$ cat src/rtl/ft601_rx_fifo_reader.sv
// FT601 245-mode synchronous FIFO receive path: bursts words off the FT601 bus into a
// first-word-fall-through FIFO and presents them on an AXI4-Stream master.
module ft601_rx_fifo_reader #(
    parameter int unsigned DEPTH  = 16,
    parameter int unsigned MARGIN = 4
) (
    input  logic        USB_DATA_CLK,
    input  logic        rst,
    input  logic        USB_RXF_N,
    input  logic [31:0] USB_DATA_IN,
    input  logic [3:0]  USB_BE_IN,
    output logic        USB_OE_N,
    output logic        USB_RD_N,
    output logic [31:0] m_axis_tdata,
    output logic [3:0]  m_axis_tkeep,
    output logic        m_axis_tvalid,
    input  logic        m_axis_tready,
    output logic        rx_overflow,
    output logic [31:0] rx_word_count
);

    localparam int unsigned AW = $clog2(DEPTH);
    localparam int unsigned CW = AW + 1;

    typedef enum logic [1:0] {
        StIdle,
        StTurn,
        StRead,
        StDone
    } state_t;

    state_t         r_state;
    state_t         w_state_next;
    logic           r_oe_n;
    logic           r_rd_n;

    logic [31:0]    r_mem_data [DEPTH];
    logic [3:0]     r_mem_be   [DEPTH];
    logic [AW-1:0]  r_wr_ptr;
    logic [AW-1:0]  r_rd_ptr;
    logic [CW-1:0]  r_fill;
    logic           r_overflow;
    logic [31:0]    r_word_count;

    logic [CW-1:0]  w_free;
    logic           w_room;
    logic           w_full;
    logic           w_empty;
    logic           w_push;
    logic           w_wr_en;
    logic           w_pop;

    assign w_free  = CW'(DEPTH) - r_fill;
    assign w_room  = (w_free >= CW'(MARGIN));
    assign w_full  = (r_fill == CW'(DEPTH));
    assign w_empty = (r_fill == '0);

    // Every cycle in READ with RXF_N low is a word the FT601 has already handed over.
    assign w_push  = (r_state == StRead) && !USB_RXF_N;
    assign w_wr_en = w_push && !w_full;
    assign w_pop   = !w_empty && m_axis_tready;

    always_comb begin
        w_state_next = r_state;
        unique case (r_state)
            StIdle: begin
                if (!USB_RXF_N && w_room) begin
                    w_state_next = StTurn;
                end
            end
            StTurn: begin
                w_state_next = USB_RXF_N ? StDone : StRead;
            end
            StRead: begin
                if (USB_RXF_N || !w_room) begin
                    w_state_next = StDone;
                end
            end
            StDone: begin
                w_state_next = StIdle;
            end
            default: begin
                w_state_next = StIdle;
            end
        endcase
    end

    // Strobes are registered from the next state so they track the state register exactly.
    always_ff @(posedge USB_DATA_CLK) begin
        if (rst) begin
            r_state <= StIdle;
            r_oe_n  <= 1'b1;
            r_rd_n  <= 1'b1;
        end else begin
            r_state <= w_state_next;
            r_oe_n  <= !((w_state_next == StTurn) || (w_state_next == StRead));
            r_rd_n  <= !(w_state_next == StRead);
        end
    end

    always_ff @(posedge USB_DATA_CLK) begin
        if (w_wr_en) begin
            r_mem_data[r_wr_ptr] <= USB_DATA_IN;
            r_mem_be[r_wr_ptr]   <= USB_BE_IN;
        end
    end

    always_ff @(posedge USB_DATA_CLK) begin
        if (rst) begin
            r_wr_ptr <= '0;
            r_rd_ptr <= '0;
            r_fill   <= '0;
        end else begin
            if (w_wr_en) begin
                r_wr_ptr <= r_wr_ptr + AW'(1);
            end
            if (w_pop) begin
                r_rd_ptr <= r_rd_ptr + AW'(1);
            end
            unique case ({w_wr_en, w_pop})
                2'b10:   r_fill <= r_fill + CW'(1);
                2'b01:   r_fill <= r_fill - CW'(1);
                default: r_fill <= r_fill;
            endcase
        end
    end

    always_ff @(posedge USB_DATA_CLK) begin
        if (rst) begin
            r_overflow   <= 1'b0;
            r_word_count <= '0;
        end else begin
            if (w_push && w_full) begin
                r_overflow <= 1'b1;
            end
            if (w_push) begin
                r_word_count <= r_word_count + 32'd1;
            end
        end
    end

    assign USB_OE_N      = r_oe_n;
    assign USB_RD_N      = r_rd_n;
    assign m_axis_tdata  = r_mem_data[r_rd_ptr];
    assign m_axis_tkeep  = r_mem_be[r_rd_ptr];
    assign m_axis_tvalid = !w_empty;
    assign rx_overflow   = r_overflow;
    assign rx_word_count = r_word_count;

endmodule

$ cat config.mk
export PLATFORM = sky130hd
export DESIGN_NAME = ft601_rx_fifo_reader
export DESIGN_NICKNAME = d
export VERILOG_FILES = /design/src/rtl/ft601_rx_fifo_reader.sv
export SDC_FILE = /design/constraint.sdc
export NUM_CORES = 1
export LEC_CHECK = 0
export BUFFER_PORTS_ARGS = -buffer_cell sky130_fd_sc_hd__buf_4
export CAP_MARGIN = 20
export CORE_ASPECT_RATIO = 2
export CORE_MARGIN = 2
export CORE_UTILIZATION = 55
export CTS_CLUSTER_DIAMETER = 60
export CTS_CLUSTER_SIZE = 16
export DETAILED_ROUTE_END_ITERATION = 12
export HOLD_SLACK_MARGIN = 0.02
export MAX_ROUTING_LAYER = met4
export PLACE_DENSITY_LB_ADDON = 0.12
export SLEW_MARGIN = 20
export SYNTH_ARGS = -nofsm -noshare
export SYNTH_HDL_FRONTEND = slang
export SYNTH_SLANG_ARGS = --single-unit
$ cat constraint.sdc
create_clock -name USB_DATA_CLK -period 4.3 [get_ports USB_DATA_CLK]
set_clock_uncertainty 0.15 [all_clocks]
set_input_delay 0 -clock USB_DATA_CLK [delete_from_list [all_inputs] [get_ports USB_DATA_CLK]]
set_output_delay 0 -clock USB_DATA_CLK [all_outputs]
set_load 0.01 [all_outputs]
==> results of run 1 <==
-- final cells by class --
cell class | count | area (sq um)
tap | 550 | 688.2
clock buffer | 62 | 1190
inverter | 13 | 48.80
timing repair buffer | 184 | 1669
clock inverter | 1 | 11.26
sequential | 630 | 18390
fill | 2903 | 15800
multi-input combinational | 398 | 5578
antenna | 2 | 5.005
-- sequential cells by signal, summed over array words and instances, names as in the netlist, named ones only --
signal / flops
USB_OE_N: 1
USB_RD_N: 1
r_fill: 5
r_mem_be: 64
r_mem_data: 512
r_rd_ptr: 4
r_state: 2
r_wr_ptr: 4
rx_overflow: 1
rx_word_count: 32
-- cells in the mapped netlist (7+ instances only) --
| library cell | number |
|---|---|
| nor3_1 | 8 |
| edfxtp_1 | 576 |
| nand3_1 | 10 |
| xnor2_1 | 7 |
| buf_2 | 16 |
| clkbuf_1 | 28 |
| mux4_2 | 180 |
| dfxtp_1 | 54 |
| ha_1 | 16 |
| xor2_1 | 26 |
| buf_6 | 8 |
| a21oi_1 | 11 |
| nor2_1 | 59 |
| nand2_1 | 15 |
| inv_1 | 13 |
| nand4_1 | 16 |
-- routing by layer --
metal | global-route usage (%) | up-vias | share of wire (%)
met1 | 26.26 | 5893 | 36
met5 | - | - | 0
met4 | 6.453 | 0 | 2.5
li1 | - | 4872 | -
met2 | 43.11 | 318 | 57
met3 | 2.533 | 77 | 4.0
-- worst reg2reg max path, stage by stage, from the launching register on --
cell     delay (ps)
dfxtp_1         350
nor4_1          580
ha_1            290
nor2b_1          50
buf_4           160
inv_1            60
ha_1            230
inv_1           100
fa_1            380
nor2b_1         150
o21ai_0         120
nand3_1         100
or3b_1          350
mux2_2          270
-- stage by stage --
step                      setup slack, ps  util [%]  total power (uW)
final                               841.0     63.58             12590
after global routing                613.7     63.58             13060
after CTS                           812.5     63.55             12760
after detailed placement            834.7     59.86              8951
after global placement              850.4     59.86              8927
after floorplan                     786.0         -              8296
-- worst paths after layout --
check | cells after the start | endpoint | from
hold reg to reg | 2 | rx_overflow | rx_overflow
hold / removal | 2 | r_mem_data[0][5] | USB_DATA_IN[5]
setup reg to reg | 13 | r_fill[4] | r_fill[0]
setup / recovery | 13 | r_fill[4] | r_fill[0]
-- cell usage in the layout (no fill, tap or decap), types with 4 or more instances in the layout --
cell type	synthesis	final
nand4_1	16	16
o21ai_0	5	5
and4_1	4	4
or3_1	4	4
nor3_4	0	4
nor2_4	0	12
nor3_1	8	4
clkbuf_16	0	45
nand2_1	15	15
nor2b_1	6	6
dlygate4sd3_1	0	40
dfxtp_1	54	50
a21oi_1	11	11
nor2_1	59	47
edfxtp_1	576	576
mux4_2	180	180
xor2_1	26	26
buf_12	0	15
and3_1	6	6
clkbuf_1	28	17
ha_1	16	16
mux2i_1	4	4
inv_1	13	13
xnor2_1	7	7
nand3_1	10	10
buf_4	1	129
-- kinds of logic (layout without fill, tap and decap cells) --
family                   after synthesis  in the layout  synth area share (%)
flip-flops                           630            630                 76.06
multiplexers                         185            185                 16.99
AND/OR/NAND/NOR                      140            140                 2.853
buffers and inverters                 69            260                 1.419
XOR/XNOR                              33             33                 1.196
AO/OA/AOI/OAI                         23             23                0.5748
adder cells (fa/ha/maj)               17             17                0.9113
other                                  0              2                     0
-- power groups by stage --
stage          clock (uW)  combinational (uW)  sequential [uW]
2_1_floorplan           0                1360             6940
3_3_place_gp            0                1900             7020
3_5_place_dp            0                1920             7030
4_1_cts              3900                1970             6890
5_1_grt              4100                2060             6900
6_report             3810                1900             6880
-- timing repair --
action / 4_1_cts / 5_1_grt
resized for setup: 0 / 0
hold buffers: 40 / 0
hold endpoints to repair: 630 / 0
setup endpoints to repair: 0 / 0
==> flow_summary.toml, run 1 <==
[run_status]
outcome = "finished clean"

[floorplanning]
die_x_um = 152.2
core_sq_mm = 0.04338
die_area_sq_mm = 0.04573
core.rowCount = 108
io_pins = 112
die_h_um = 300.4
initial_utilization_pct = 55.71

[pwr]
p_sw_share_pct = 22.71
clockPowerShare_pct = 30.3
p_comb_share_pct = 15.1
ir_worst_vdd_mv = 0.3090
power-per-cell-area_mw_per_mm2 = 456.6
p_sw_uw = 2860
power.leakage_uw = 0.008577
p_int_uw = 9733
seq_power_share_pct = 54.6

[critical_path]
critical_path_arrival_ps = 3750
critPathTopFamily = "simple AND/OR/NAND/NOR gates"
cp-end-kind = "flop"
rrSetupSlack_ps = 840
required_ps = 4590
cp_slowest_stage_delay_ps = 580
crit_chain = "nor4_1 > ha_1 > nor2b_1 > buf_4 > inv_1 > ha_1 > inv_1 > fa_1 > nor2b_1 > o21ai_0 > nand3_1 > or3b_1 > mux2_2"
crit_type = "reg -> reg"
worstPathMaxFanout = 8
path_buf_inv = 3
crit_slowest_cell = "nor4_1"
worstSetupStartpointType = "flop"

[yosys]
synth_top_area_share_pct = 71.58
synth_edf_count = 576
yosys_warnings = 0
syn_area_per_cell_sq_um = 22.03
synth_seq_area_share_pct = 76.06
synth_cell_type_count = 41
synth_ff_type = "edfxtp_1"
synth_nets = 1154
netlist_area_sq_mm = 0.02416
netlist_instances = 1097
ys_top_cells_by_area = "edfxtp_1 72%, mux4_2 17%, dfxtp_1 4.5%"
yosys_register_bits = 630
yosysTopAreaCell = "edfxtp_1"
async_flop_share_pct = 0

[clocking]
worst_skew_pair.late_latency_ps = 550
cts_setup_buffers = 0
cts_sinks = 630
clockBufferDepth = 3
h-tree-depth = 2
cts_tree = "yes"
cts-root-buf = "clkbuf_16"
clk_pin_slew_ps = 70
cts_buffers = 45

[min_path]
hp-class = "in -> reg"

[global_route]
grt_max_degree = 72
track_usage_pct = 23.06
grt.overflow.total = 0
antenna_found_initial = 2
first_global_vias = 11950
grt_pass1_wl_um = 75450

[timing]
slew_viol_final = 0
max_freq_mhz = 289.1
timing.final.crit_share_pct = 80.44
setup_viol = 0
fin_hold_ws_ps = 145.9
finalHoldViolCount = 0
worst_pin_slew_ps = 945.9
rsz0062_at_grt = "false"
tns_ps = 0
period_minus_slack_ps = 3459
relSlewSlack_pct = 36.79

[routing]
vias = 11160
ant_nets = 0
wirelength_um = 50570
avgViaCountPerCell = 6.065
route.detailed.drc = 0
first_pass_iters = 4
drt_iter0_drc = 768
wire_per_inst_um = 27.48

[place]
gp_congestion = 0.7502
io_buffers = 111
place_inst = 1734
placed_area_sq_mm = 0.02597
hpwl_um = 30020

[finish]
layout-drive-gt1-share_pct = 30.59
area_growth_pct = 14.14
instances_no_fill = 1840
layout.nets = 1329
final_area_sq_mm = 0.02758

[flow_run]
maxCapViolations = 0
No activity file was read; power rests on OpenSTA's default activity.
==> inputs of run 2 (changes only) <==
Settings changed: CORE_UTILIZATION 55 to 57.
Clock period 4.3 ns to 3.5 ns, I/O delays scaled along.
==> flow_summary.toml, run 2 (synthesized netlist as in run 1, its figures left out) <==
[run_status]
outcome = "finished clean"

[critical_path]
r2r_cells = 12
crit_chain = "nor4_2 > ha_1 > nor2b_1 > inv_1 > ha_1 > inv_1 > fa_1 > nor2b_1 > o21ai_0 > nand3_1 > or3b_1 > mux2_2"
cp-end-kind = "flop"
worstPathMaxFanout = 5
crit_type = "reg -> reg"
worstSetupStartpoint = "r_fill[0]"
critical_path.reg2reg.endpoint = "r_fill[4]"
rrSetupSlack_ps = 270
cp_slowest_stage_delay_ps = 480
crit_slowest_cell = "nor4_2"
timing.rr.start = "r_fill[0]"
required_ps = 3790
critical_path_arrival_ps = 3520
worstSetupStartpointType = "flop"

[timing]
finalHoldViolCount = 0
relSlewSlack_pct = 35.85
timing.final.crit_share_pct = 92.31
worst_pin_slew_ps = 962.2
rsz0062_at_grt = "false"
slew_viol_final = 0
max_freq_mhz = 309.5
period_minus_slack_ps = 3231
setup_ws_ps = 269.0
setup_viol = 0

[pwr]
ir_worst_vdd_mv = 0.4198
totalPowerFinal_uw = 15500
p_sw_share_pct = 22.29
p_sw_uw = 3455
power.leakage_uw = 0.008667
p_comb_share_pct = 15.0
power-per-cell-area_mw_per_mm2 = 559.7
clockPowerShare_pct = 30.8
p_int_uw = 12050
seq_power_share_pct = 54.1

[routing]
vias = 11210
ant_nets = 0
drt_iter0_drc = 838
wirelength_um = 48680
avgViaCountPerCell = 6.075
route.detailed.drc = 0
first_pass_iters = 5
wire_per_inst_um = 26.39

[global_route]
grt_max_degree = 53
grt.overflow.total = 0
track_usage_pct = 23.71
grt_pass1_wl_um = 73690
first_global_vias = 12040
antenna_found_initial = 3

[floorplanning]
die_x_um = 149.6
core_sq_mm = 0.04178
die_area_sq_mm = 0.04415
io_pins = 112
initial_utilization_pct = 57.84
die_h_um = 295.2
core.rowCount = 106

[place]
hpwl_um = 28250
place_inst = 1737
gp_congestion = 0.7383
placed_area_sq_mm = 0.02603
place_ws_ps = 71.15
io_buffers = 111

[finish]
final_common_cell = "edfxtp_1"
final_area_sq_mm = 0.02770
largest_reg_flops = 512
fill_cells = 2771
layout.nets = 1341
regMostFlops = "r_mem_data"
post-route-util_pct = 66.30
layout-drive-gt1-share_pct = 31.49
layout_common_cells = "576 x edfxtp_1, 180 x mux4_2, 143 x buf_4, 50 x dfxtp_1"
instances_no_fill = 1845
area_growth_pct = 14.62

[clocking]
worst_skew_pair.late_latency_ps = 560
cts_buffers = 45
h-tree-depth = 2
clockBufferDepth = 3
cts_sinks = 630
clk_pin_slew_ps = 70
cts_tree = "yes"
cts-root-buf = "clkbuf_16"

[min_path]
hold_start = "USB_DATA_IN[29]"
hp-class = "in -> reg"
hold_depth = 2
min_to = "r_mem_data[12][29]"

[flow_run]
maxCapViolations = 0
==> run 2: cell count changes in the layout (fill, tap and decap cells not counted), sizes merged <==
cell,previous run,this run
buf,144,156
clkbuf,62,63
diode,2,3
inv,14,15
==> run 2: stage by stage <==
step | setup TNS (ps) | hold WS [ps]
finish | 0 | 123.2
floorplan | -1006 | -51.13
detailed placement | 0 | 146.8
global route | 0 | 130.5
global placement | 0 | 140.8
CTS | 0 | 105.3
==> run 2: worst max-delay path by stage <==
stage                     end  depth (start not counted)
2_1_floorplan  r_mem_be[7][0]                          8
5_1_grt             r_fill[4]                         12
3_5_place_dp        r_fill[4]                         12
3_3_place_gp        r_fill[4]                         12
4_1_cts             r_fill[4]                         12
6_report            r_fill[4]                         12
==> run 2: power by group through the flow <==
stage / registers (uW) / clock network [uW] / logic, uW
2_1_floorplan: 8530 / 0 / 1670
3_3_place_gp: 8560 / 0 / 2310
3_5_place_dp: 8560 / 0 / 2340
4_1_cts: 8390 / 4890 / 2390
5_1_grt: 8400 / 5130 / 2530
6_report: 8390 / 4780 / 2330
==> run 2: final cells by class <==
class	count	area [sq um]	share of cell area [%]
tap	540	675.6	2.439
clock buffer	63	1236	4.463
clock inverter	2	20.02	0.07228
antenna	3	7.507	0.02711
inverter	13	48.80	0.1762
multi-input combinational	398	5584	20.16
sequential	630	18390	66.40
timing repair buffer	196	1734	6.261
==> run 2: what timing repair did <==
action,CTS,global route
hold endpoints to repair,630,0
resized for setup,0,1
endpoints found under the setup margin,0,1
setup buffers,0,0
hold buffers,40,0
==> run 2: per-layer routing <==
metal / wire length, um / GRT usage [%] / vias up
met5: 0 / - / -
met4: 1045 / 6.086 / 0
met3: 1826 / 2.469 / 61
met2: 27330 / 42.47 / 275
met1: 18480 / 28.94 / 5982
li1: - / - / 4891
==> run 2: critical path, delay by kind of cell (launching register included) <==
| kind | cells | cell delay (ps) |
|---|---|---|
| adders and majority gates | 3 | 900 |
| AOI/OAI and AO/OA | 1 | 130 |
| buffers and inverters | 2 | 160 |
| and+or+nand+nor | 5 | 1160 |
| DFF | 1 | 360 |
| muxes | 1 | 270 |
